### config.mk
export PLATFORM = sky130hd
export DESIGN_NAME = softex_tcdm_arbiter_flat
export DESIGN_NICKNAME = d
export VERILOG_FILES = /design/src/rtl/softex_tcdm_arbiter_if.sv /design/src/rtl/softex_tcdm_arbiter.sv /design/src/flat_wrapper.sv
export SDC_FILE = /design/constraint.sdc
export NUM_CORES = 1
export LEC_CHECK = 0
export BUFFER_PORTS_ARGS = -buffer_cell sky130_fd_sc_hd__buf_2
export CAP_MARGIN = 10
export CORE_AREA = 2 2 325 327
export CTS_BUF_LIST = sky130_fd_sc_hd__clkbuf_8
export CTS_CLUSTER_SIZE = 12
export DETAILED_ROUTE_END_ITERATION = 16
export DIE_AREA = 0 0 327 329
export SLEW_MARGIN = 10
export SYNTH_ARGS = -nofsm -noshare
export SYNTH_HDL_FRONTEND = slang
export SYNTH_SLANG_ARGS = --single-unit
### constraint.sdc
create_clock -name clk_i -period 2.7 [get_ports clk_i]
set_input_delay 0.54 -clock clk_i [delete_from_list [all_inputs] [get_ports clk_i]]
set_output_delay 0.54 -clock clk_i [all_outputs]
set_load 0.02 [all_outputs]
### src/rtl/softex_tcdm_arbiter_if.sv
// rtl/softex_tcdm_arbiter_if.sv - requester-side and TCDM-side bus bundle for softex_tcdm_arbiter
interface softex_tcdm_arbiter_if #(
    parameter int N_REQ = 2,
    parameter int DW    = 128,
    parameter int AW    = 32
);
    logic [N_REQ-1:0]             req_req;
    logic [N_REQ-1:0]             req_gnt;
    logic [N_REQ-1:0][AW-1:0]     req_add;
    logic [N_REQ-1:0]             req_wen;
    logic [N_REQ-1:0][DW/8-1:0]   req_be;
    logic [N_REQ-1:0][DW-1:0]     req_data;
    logic [DW-1:0]                req_r_data;
    logic [N_REQ-1:0]             req_r_valid;
    logic [N_REQ-1:0]             req_r_ready;

    logic                         tcdm_req;
    logic                         tcdm_gnt;
    logic [AW-1:0]                tcdm_add;
    logic                         tcdm_wen;
    logic [DW/8-1:0]              tcdm_be;
    logic [DW-1:0]                tcdm_data;
    logic [DW-1:0]                tcdm_r_data;
    logic                         tcdm_r_valid;
    logic                         tcdm_r_ready;

    modport slave (
        input  req_req, req_add, req_wen, req_be, req_data, req_r_ready,
        output req_gnt, req_r_data, req_r_valid,
        output tcdm_req, tcdm_add, tcdm_wen, tcdm_be, tcdm_data, tcdm_r_ready,
        input  tcdm_gnt, tcdm_r_data, tcdm_r_valid
    );

    modport master (
        output req_req, req_add, req_wen, req_be, req_data, req_r_ready,
        input  req_gnt, req_r_data, req_r_valid,
        input  tcdm_req, tcdm_add, tcdm_wen, tcdm_be, tcdm_data, tcdm_r_ready,
        output tcdm_gnt, tcdm_r_data, tcdm_r_valid
    );
endinterface

### src/rtl/softex_tcdm_arbiter.sv
// rtl/softex_tcdm_arbiter.sv - round-robin TCDM arbiter with in-order read routing; SOFTEX_TCDM_ARB_STATS_EN enables stall counter and response error flag
module softex_tcdm_arbiter #(
    parameter int N_REQ     = 2,
    parameter int DW        = 128,
    parameter int AW        = 32,
    parameter int MAX_OUTST = 4
) (
    input  logic                  clk_i,
    input  logic                  rst_i,
    softex_tcdm_arbiter_if.slave  bus,
    output logic [31:0]           stall_cnt_o,
    output logic                  rsp_err_o
);
    localparam int IW = (N_REQ > 1) ? $clog2(N_REQ) : 1;
    localparam int PW = $clog2(MAX_OUTST);
    localparam int CW = $clog2(MAX_OUTST + 1);

    logic [IW-1:0] ptr_q;
    logic          lock_q;
    logic [IW-1:0] lock_idx_q;
    logic [IW-1:0] fifo_q [MAX_OUTST];
    logic [PW-1:0] wr_ptr_q, rd_ptr_q;
    logic [CW-1:0] cnt_q;

    logic          full, empty, found, active, hs, push, pop;
    logic [IW-1:0] sel, cand_idx, head;

    assign full  = (cnt_q == CW'(MAX_OUTST));
    assign empty = (cnt_q == '0);
    assign head  = fifo_q[rd_ptr_q];

    // A read candidate is skipped while the ordering FIFO is full; writes never block.
    always_comb begin
        found    = 1'b0;
        sel      = '0;
        cand_idx = '0;
        if (lock_q) begin
            sel   = lock_idx_q;
            found = bus.req_req[lock_idx_q] && !(bus.req_wen[lock_idx_q] && full);
        end else begin
            for (int k = 0; k < N_REQ; k++) begin
                cand_idx = IW'((int'(ptr_q) + k) % N_REQ);
                if (!found && bus.req_req[cand_idx] && !(bus.req_wen[cand_idx] && full)) begin
                    found = 1'b1;
                    sel   = cand_idx;
                end
            end
        end
    end

    assign active = found & ~rst_i;
    assign hs     = active & bus.tcdm_gnt;
    assign push   = hs & bus.req_wen[sel];
    assign pop    = ~rst_i & ~empty & bus.tcdm_r_valid & bus.req_r_ready[head];

    always_comb begin
        bus.tcdm_req  = active;
        bus.tcdm_add  = '0;
        bus.tcdm_wen  = 1'b0;
        bus.tcdm_be   = '0;
        bus.tcdm_data = '0;
        bus.req_gnt   = '0;
        if (active) begin
            bus.tcdm_add  = bus.req_add[sel];
            bus.tcdm_wen  = bus.req_wen[sel];
            bus.tcdm_be   = bus.req_be[sel];
            bus.tcdm_data = bus.req_data[sel];
        end
        if (hs) begin
            bus.req_gnt[sel] = 1'b1;
        end
    end

    // With nothing outstanding the response port drains unconditionally.
    always_comb begin
        bus.req_r_data   = bus.tcdm_r_data;
        bus.req_r_valid  = '0;
        bus.tcdm_r_ready = 1'b1;
        if (!rst_i && !empty) begin
            bus.req_r_valid[head] = bus.tcdm_r_valid;
            bus.tcdm_r_ready      = bus.req_r_ready[head];
        end
    end

    always_ff @(posedge clk_i) begin
        if (rst_i) begin
            ptr_q      <= '0;
            lock_q     <= 1'b0;
            lock_idx_q <= '0;
            wr_ptr_q   <= '0;
            rd_ptr_q   <= '0;
            cnt_q      <= '0;
        end else begin
            if (hs) begin
                ptr_q <= (sel == IW'(N_REQ - 1)) ? '0 : sel + IW'(1);
            end
            lock_q     <= active & ~bus.tcdm_gnt;
            lock_idx_q <= sel;
            if (push) begin
                wr_ptr_q <= wr_ptr_q + PW'(1);
            end
            if (pop) begin
                rd_ptr_q <= rd_ptr_q + PW'(1);
            end
            case ({push, pop})
                2'b10:   cnt_q <= cnt_q + CW'(1);
                2'b01:   cnt_q <= cnt_q - CW'(1);
                default: cnt_q <= cnt_q;
            endcase
        end
    end

    always_ff @(posedge clk_i) begin
        if (push) begin
            fifo_q[wr_ptr_q] <= sel;
        end
    end

`ifdef SOFTEX_TCDM_ARB_STATS_EN
    logic [31:0] stall_q;
    logic        err_q;

    always_ff @(posedge clk_i) begin
        if (rst_i) begin
            stall_q <= '0;
            err_q   <= 1'b0;
        end else begin
            if (active && !bus.tcdm_gnt && (stall_q != '1)) begin
                stall_q <= stall_q + 32'd1;
            end
            if (empty && bus.tcdm_r_valid) begin
                err_q <= 1'b1;
            end
        end
    end

    assign stall_cnt_o = stall_q;
    assign rsp_err_o   = err_q;
`else
    assign stall_cnt_o = '0;
    assign rsp_err_o   = 1'b0;
`endif
endmodule

### src/flat_wrapper.sv
// flat-port wrapper written by rule: the top's interface ports become plain ports
module softex_tcdm_arbiter_flat 
#(
    parameter int N_REQ     = 2,
    parameter int DW        = 128,
    parameter int AW        = 32,
    parameter int MAX_OUTST = 4
)
  (clk_i, rst_i, stall_cnt_o, rsp_err_o, bus_req_req, bus_req_add, bus_req_wen, bus_req_be, bus_req_data, bus_req_r_ready, bus_req_gnt, bus_req_r_data, bus_req_r_valid, bus_tcdm_req, bus_tcdm_add, bus_tcdm_wen, bus_tcdm_be, bus_tcdm_data, bus_tcdm_r_ready, bus_tcdm_gnt, bus_tcdm_r_data, bus_tcdm_r_valid);
  softex_tcdm_arbiter_if #(.N_REQ(N_REQ), .DW(DW), .AW(AW)) bus_i ();
  input  logic clk_i;
  input  logic rst_i;
  output logic [31:0] stall_cnt_o;
  output logic rsp_err_o;
  input wire logic [$bits(bus_i.req_req)-1:0] bus_req_req;
  input wire logic [$bits(bus_i.req_add)-1:0] bus_req_add;
  input wire logic [$bits(bus_i.req_wen)-1:0] bus_req_wen;
  input wire logic [$bits(bus_i.req_be)-1:0] bus_req_be;
  input wire logic [$bits(bus_i.req_data)-1:0] bus_req_data;
  input wire logic [$bits(bus_i.req_r_ready)-1:0] bus_req_r_ready;
  output wire logic [$bits(bus_i.req_gnt)-1:0] bus_req_gnt;
  output wire logic [$bits(bus_i.req_r_data)-1:0] bus_req_r_data;
  output wire logic [$bits(bus_i.req_r_valid)-1:0] bus_req_r_valid;
  output wire logic [$bits(bus_i.tcdm_req)-1:0] bus_tcdm_req;
  output wire logic [$bits(bus_i.tcdm_add)-1:0] bus_tcdm_add;
  output wire logic [$bits(bus_i.tcdm_wen)-1:0] bus_tcdm_wen;
  output wire logic [$bits(bus_i.tcdm_be)-1:0] bus_tcdm_be;
  output wire logic [$bits(bus_i.tcdm_data)-1:0] bus_tcdm_data;
  output wire logic [$bits(bus_i.tcdm_r_ready)-1:0] bus_tcdm_r_ready;
  input wire logic [$bits(bus_i.tcdm_gnt)-1:0] bus_tcdm_gnt;
  input wire logic [$bits(bus_i.tcdm_r_data)-1:0] bus_tcdm_r_data;
  input wire logic [$bits(bus_i.tcdm_r_valid)-1:0] bus_tcdm_r_valid;
  assign bus_i.req_req = bus_req_req;
  assign bus_i.req_add = bus_req_add;
  assign bus_i.req_wen = bus_req_wen;
  assign bus_i.req_be = bus_req_be;
  assign bus_i.req_data = bus_req_data;
  assign bus_i.req_r_ready = bus_req_r_ready;
  assign bus_req_gnt = bus_i.req_gnt;
  assign bus_req_r_data = bus_i.req_r_data;
  assign bus_req_r_valid = bus_i.req_r_valid;
  assign bus_tcdm_req = bus_i.tcdm_req;
  assign bus_tcdm_add = bus_i.tcdm_add;
  assign bus_tcdm_wen = bus_i.tcdm_wen;
  assign bus_tcdm_be = bus_i.tcdm_be;
  assign bus_tcdm_data = bus_i.tcdm_data;
  assign bus_tcdm_r_ready = bus_i.tcdm_r_ready;
  assign bus_i.tcdm_gnt = bus_tcdm_gnt;
  assign bus_i.tcdm_r_data = bus_tcdm_r_data;
  assign bus_i.tcdm_r_valid = bus_tcdm_r_valid;
  softex_tcdm_arbiter #(.N_REQ(N_REQ), .DW(DW), .AW(AW), .MAX_OUTST(MAX_OUTST)) u_core (.clk_i(clk_i), .rst_i(rst_i), .bus(bus_i), .stall_cnt_o(stall_cnt_o), .rsp_err_o(rsp_err_o));
endmodule
### Word level (Yosys, flattened, before mapping)

Memories as Yosys holds them, arrays and structs flattened. A register that Yosys moved wholly into a read port is not among the register bits.
Index checks and enable logic that the tools add are counted.

| storage, ports and cells | value |
|---|---|
| register bits | 10 |
| bits in writable memories | 4 |
| bits of input ports | 490 |
| output and inout bits | 344 |
| memories kept | 1 |

| cells by class | value |
|---|---|
| add/subtract/negate cells | 6 |
| magnitude comparators | 7 |
| eq/ne operators | 3 |
| muxes and demuxes | 46 |
| bitwise logic cells | 11 |
| reduce and logical (&&, ||, !) cells | 18 |

Memory list:

| memory | depth | width | read ports | clocked after Yosys merged registers in | write ports | line | RTL |
|---|---|---|---|---|---|---|---|
| u_core.fifo_q | 4 | 1 | 1 | 1 | 1 | softex_tcdm_arbiter.sv:21 | `logic [IW-1:0] fifo_q [MAX_OUTST];` |

Operators with widths:

| cell | number |
|---|---|
| 128-bit 2-to-1 mux | 3 |
| 32-bit 2-to-1 mux | 3 |
| 16-bit 2-to-1 mux | 3 |
| 1-bit 2-to-1 mux | 30 |
| 1-bit logical AND | 10 |
| 1-bit by 2-bit < comparator with 1-bit output (second input constant) | 5 |
| 2-bit 2-to-1 mux | 4 |
| 1-bit bitwise AND | 7 |
| 1-bit logical NOT | 6 |
| 3-bit case mux with 2 select lines | 1 |
| 2-bit by 1-bit adder with 2-bit output (second input constant) | 2 |
| 3-bit by 1-bit adder with 3-bit output (second input constant) | 1 |
| 3-bit equality test (second input constant) | 1 |
| 3-bit logical NOT | 1 |
| 1-bit NOT | 3 |
| 3-bit by 1-bit subtractor with 3-bit output (second input constant) | 1 |
| 1-bit adder (second input constant) | 2 |
| 2-bit bitwise AND | 1 |
| 1-bit demux with 1-bit select | 2 |
| 2-bit by 1-bit equality test with 1-bit output (second input constant) | 1 |
| 2-bit equality test (second input constant) | 1 |
| 1-bit >= comparator (second input constant) | 2 |
| 2-bit nonzero test | 1 |

### Logic depth before layout (Yosys ltp)

| depth | value |
|---|---|
| depth in word-level cells | 17 |
| gate-level depth with buffers | 11 |
| depth with buffers taken out | 11 |

### Least setup slack after synthesis

Ideal clock, no wire load.

| path | value |
|---|---|
| kind | input to register |
| start point | input bus_req_wen[1] |
| end point | register u_core.cnt_q[2] |
| arrival time | 2612 ps |
| required time | 2630 ps |
| path slack | 18 ps |
| cell stages on the path | 11 |
| path buffers | 0 |
| path through | and4bb_2 nor2_1 o311ai_4 nor3_4 inv_1 ha_1 inv_1 fa_1 xor2_1 or3_1 a21oi_1 |

| between the ends | value |
|---|---|
| word-level cells in the longest chain between the ends | 17 |

Ends and longest elaborated chain:

| what | line | RTL |
|---|---|---|
| from (decl) | flat_wrapper.sv:17 | `input wire logic [$bits(bus_i.req_wen)-1:0] bus_req_wen;` |
| 1-bit 2-to-1 mux (not written as such) (2 in a row) | softex_tcdm_arbiter.sv:43 | `if (!found && bus.req_req[cand_idx] && !(bus.req_wen[cand_idx] && full)) begin` |
| 1-bit logical AND | softex_tcdm_arbiter.sv:43 |  |
| 1-bit logical NOT | softex_tcdm_arbiter.sv:43 |  |
| 1-bit logical AND | softex_tcdm_arbiter.sv:43 |  |
| 1-bit 2-to-1 mux | softex_tcdm_arbiter.sv:43 |  |
| 1-bit 2-to-1 mux | softex_tcdm_arbiter.sv:37 | `if (lock_q) begin` |
| 1-bit logical NOT | softex_tcdm_arbiter.sv:43 |  |
| 1-bit logical AND (2 in a row) | softex_tcdm_arbiter.sv:43 |  |
| 1-bit 2-to-1 mux | softex_tcdm_arbiter.sv:43 |  |
| 1-bit 2-to-1 mux | softex_tcdm_arbiter.sv:37 |  |
| 1-bit bitwise AND or 1-bit 2-to-1 mux (tied branches) | softex_tcdm_arbiter.sv:51, softex_tcdm_arbiter.sv:53 |  |
| 1-bit bitwise AND or 1-bit 2-to-1 mux (tied branches) | softex_tcdm_arbiter.sv:52, softex_tcdm_arbiter.sv:53 |  |
| 1-bit bitwise AND (*) | softex_tcdm_arbiter.sv:53 | `assign push = hs & bus.req_wen[sel];` |
| 2-bit by 1-bit equality test with 1-bit output or 2-bit equality test (tied branches) | softex_tcdm_arbiter.sv:105 | `case ({push, pop})` |
| 3-bit case mux with 2 select lines or 2-bit nonzero test (tied branches) | n/a |  |
| to (signal assigned) | softex_tcdm_arbiter.sv:106 | `2'b10: cnt_q <= cnt_q + CW'(1);` |
| to (signal assigned) | softex_tcdm_arbiter.sv:107 | `2'b01: cnt_q <= cnt_q - CW'(1);` |
| to (signal assigned) | softex_tcdm_arbiter.sv:108 | `default: cnt_q <= cnt_q;` |
| to (decl) | softex_tcdm_arbiter.sv:23 | `logic [CW-1:0] cnt_q;` |

Mark *: on every way between the ends. The rest lies on a longest branch, timed or not. The select of a mux whose other input is x is not followed.
A chain may end at the register's enable or synchronous reset.

### Final worst setup path

| path | value |
|---|---|
| start point | register u_core.cnt_q[1] |
| end point | output bus_tcdm_data[106] |

| between the ends | value |
|---|---|
| word-level cells in the longest chain between the ends | 14 |

Ends and longest elaborated chain:

| what | line | RTL |
|---|---|---|
| 3-bit equality test (*) | softex_tcdm_arbiter.sv:28 | `assign full = (cnt_q == CW'(MAX_OUTST));` |
| 1-bit logical AND | softex_tcdm_arbiter.sv:43 |  |
| 1-bit logical NOT | softex_tcdm_arbiter.sv:43 |  |
| 1-bit logical AND | softex_tcdm_arbiter.sv:43 |  |
| 1-bit 2-to-1 mux | softex_tcdm_arbiter.sv:43 |  |
| 1-bit 2-to-1 mux | softex_tcdm_arbiter.sv:37 |  |
| 1-bit logical NOT | softex_tcdm_arbiter.sv:43 |  |
| 1-bit logical AND (2 in a row) | softex_tcdm_arbiter.sv:43 |  |
| 1-bit 2-to-1 mux | softex_tcdm_arbiter.sv:43 |  |
| 1-bit 2-to-1 mux | softex_tcdm_arbiter.sv:37 |  |
| 128-bit 2-to-1 mux (not written as such) (2 in a row) | softex_tcdm_arbiter.sv:67 | `bus.tcdm_data = bus.req_data[sel];` |
| 128-bit 2-to-1 mux (*) | softex_tcdm_arbiter.sv:63 | `if (active) begin` |
| to (decl) | flat_wrapper.sv:28 | `output wire logic [$bits(bus_i.tcdm_data)-1:0] bus_tcdm_data;` |

Marked as above.

==> out/results.tsv <==
metric	value	unit
Worst R2R Setup Slack	-0.20	ns
starting density of the core	4.45	%
Filler Cell Count	11900	
Slew Limit Fails	0	
CP Data Arrival Time	2.38	ns
PwrDens	272	nW/µm²
initial antenna violation count	21	
Area Growth Syn to Fin	173	%
synth warn	0	
number of global-route vias before repair	7305	
worst skew pair latency	0.26	ns
min cycle time layout	2.92	ns
Ports	834	
Post-synth EDFFs	4	
total grt overflow	0	
Top delay family on crit path	buffers and inverters	
Core ar.	104000	µm²
setup violators final	177	
met3 WL	12.8	mm
slowest cell delay on critical path	0.37	ns
crit start category	flop	
Residual DRC	0	
Seq pwr share	7.5	%
Via Count	7774	
via-per-instance ratio	2.87	
initial DRC count	209	
GP Congestion	0.820	
wire length on met2	33.9	mm
post-synthesis sequential area ratio	7.76	%
H-tree levels	1	
WL met1	25.5	mm
Die Span X	327	µm
Clock Sinks	16	
endpoint class of the critical path	output pin	
Yosys top cell area share	29.0	%
WP buf/inv	5	
Final Non-Filler Cells	2707	
Die Height	329	µm
DR WL/cell	27.9	µm
crit path to	bus_tcdm_data[106]	
status	finished with violations	
CTS Hold Bufs	0	
Maximum Capacitance Violations	0	
Syn Area/Cell	5.51	µm²
global-route wire length before repair	84.0	mm
Max Fclk	0.342	GHz
Switch Pwr	0.00186	W
CP cell instances	buf_6, and4bb_2, nor2_4, o311ai_4, buf_6, buf_12, clkbuf_16, a21oi_2, buf_4	
most frequent cells in the layout	buf_2, nand2_1, buf_6	
Site Rows	119	
RSZ-0062 raised after global routing	true	
die area	108000	µm²
internal power	0.00159	W
Clock Power Share	5.4	%
Port Buffer Count	544	
pin count of the biggest net entering global routing	32	
gr usage total	12.4	%
Top Metal Used	met5	
Crit path depth	9	
hpwl dp	61.7	mm
predominant post-synthesis flop cell	dfxtp_1	
CTS clk-pin slew, worst paths	0.07	ns
CTS tree	done	
slowest cell on the critical path	o311ai_4	
failing checks	setup timing	
CTS root buf	clkbuf_8	
DRT Pass-1 Iters	4	
leakage	5.45	nW
flops & latches, synth	16	
ranking of synthesized cells by area	nand2_1, buf_4, a21oi_1	
R2R cell count	13	
Placement Setup Slack	-0.550	ns
critical path's most frequent cell	buf_6	
remaining antenna violation count	0	
CTS Buf Count	3	
Syn Inst Count	842	
CTS max path bufs	2	
fin util	12.1	%
reg-to-reg critical path endpoint	u_core.cnt_q[2]	
largest area contributor in the netlist	nand2_1	
Switching Share	54.0	%
Worst Clk Skew	0.00566	ns
DRT Wirelength	75.5	mm
cell area after synthesis	4640	µm²
Crit Reg-Reg Startpoint	u_core.cnt_q[1]	
Setup CP Type	flop to output pin	
ys async rst share	0	%
number of distinct library cells after synthesis	35	
logic gate share of total power	87.1	%
Post-Place Cells	2628	
Critical path origin	u_core.cnt_q[1]	
min setup slack post-route	-0.220	ns
Final Net Count	1799	
Final Cycle Share	108	%
CP Max Fanout	6	
hold crit path type	flop to flop	
most common cell after layout, fill and taps aside	buf_2	
share of cells above drive strength 1	72.7	%
Peak VDD IR	0.148	mV
final hold vios	0	
critical path required time	2.16	ns
==> synth_stat cells, types with 4 or more instances <==
master    number
nor2_1        13
and2_1         6
buf_4        177
inv_1         11
a21oi_1      179
edfxtp_1       4
clkbuf_1      10
dfxtp_1       12
ha_1           5
nand2_1      358
buf_2         33
==> routing by layer <==
metal / vias up / track usage [%]
met4: 12 / 4.15
met5: - / 0
met1: 3520 / 12.3
li1: 3436 / -
met2: 686 / 19.9
met3: 120 / 9.44
==> timing repair <==
item,CTS,global route
pin swaps,33,90
setup buffers,17,17
gates resized for setup,398,397
cloned,15,15
setup endpoints to repair,181,181
==> worst reg2reg max path, delay by kind of cell (launching register included) <==
| family | cells | cell delay (ns) |
|---|---|---|
| AOI/OAI and AO/OA | 2 | 0.53 |
| xor gates and xnor gates | 1 | 0.18 |
| adders and majority gates | 2 | 0.48 |
| buffers and inverters | 4 | 0.42 |
| DFF | 1 | 0.36 |
| and+or+nand+nor | 4 | 0.86 |
==> worst min path at each step <==
| stage | start | endpoint | slack (ns) | cells past startpoint |
|---|---|---|---|---|
| 3_5_place_dp | u_core.rd_ptr_q[1] | u_core.rd_ptr_q[1] | 0.45 | 1 |
| 4_1_cts | u_core.rd_ptr_q[1] | u_core.rd_ptr_q[1] | 0.46 | 1 |
| 3_3_place_gp | u_core.rd_ptr_q[1] | u_core.rd_ptr_q[1] | 0.45 | 1 |
| 6_report | u_core.rd_ptr_q[1] | u_core.rd_ptr_q[1] | 0.46 | 1 |
| 5_1_grt | u_core.rd_ptr_q[1] | u_core.rd_ptr_q[1] | 0.49 | 1 |
| 2_1_floorplan | u_core.rd_ptr_q[1] | flop | 0.43 | 1 |
==> power groups by stage <==
stage,clock [W],combinational [W],sequential (W)
6_report,0.000187,0.00300,0.000260
5_1_grt,0.000198,0.00319,0.000261
4_1_cts,0.000190,0.00255,0.000260
3_5_place_dp,0,0.00198,0.000266
3_3_place_gp,0,0.00197,0.000266
2_1_floorplan,0,0.00110,0.000265
==> final cells by class <==
cell class / count / area, µm² / area share, %
diodes: 14 / 35.0 / 0.277
clock buffers: 3 / 41.3 / 0.326
clock inverters: 1 / 3.75 / 0.0296
inverters: 12 / 75.1 / 0.593
multi-input cells: 626 / 4820 / 38.1
flip-flops and latches: 16 / 369 / 2.91
well taps: 1391 / 1740 / 13.7
repair buffers: 640 / 5500 / 43.4
repair inverters: 4 / 81.3 / 0.642
==> kinds of logic (layout without fill, tap and decap cells) <==
kind of cell / count (synthesis) / count (layout) / synth area share [%]
xor gates and xnor gates: 3 / 3 / 0.566
buffers and inverters: 232 / 660 / 34.0
adders and majority gates: 6 / 6 / 1.78
muxes: 5 / 5 / 1.38
AOI/OAI and AO/OA: 187 / 187 / 21.1
DFF: 16 / 16 / 7.76
and+or+nand+nor: 392 / 392 / 33.4
other: 1 / 47 / 0.0808
==> per-stage QoR <==
| step | hold slack (ns) | TNS (ns) | area (µm²) | power, W |
|---|---|---|---|---|
| CTS | 0.465 | -21.08 | 10600 | 0.00300 |
| finish | 0.463 | -20.47 | 12700 | 0.00345 |
| detailed placement | 0.452 | -31.67 | 8580 | 0.00224 |
| floorplan | 0.427 | 0 | 4760 | 0.00137 |
| global placement | 0.447 | -23.31 | 8580 | 0.00224 |
| global route | 0.494 | -34.06 | 12700 | 0.00364 |
Note: power is estimated with default switching activity, not from simulation.
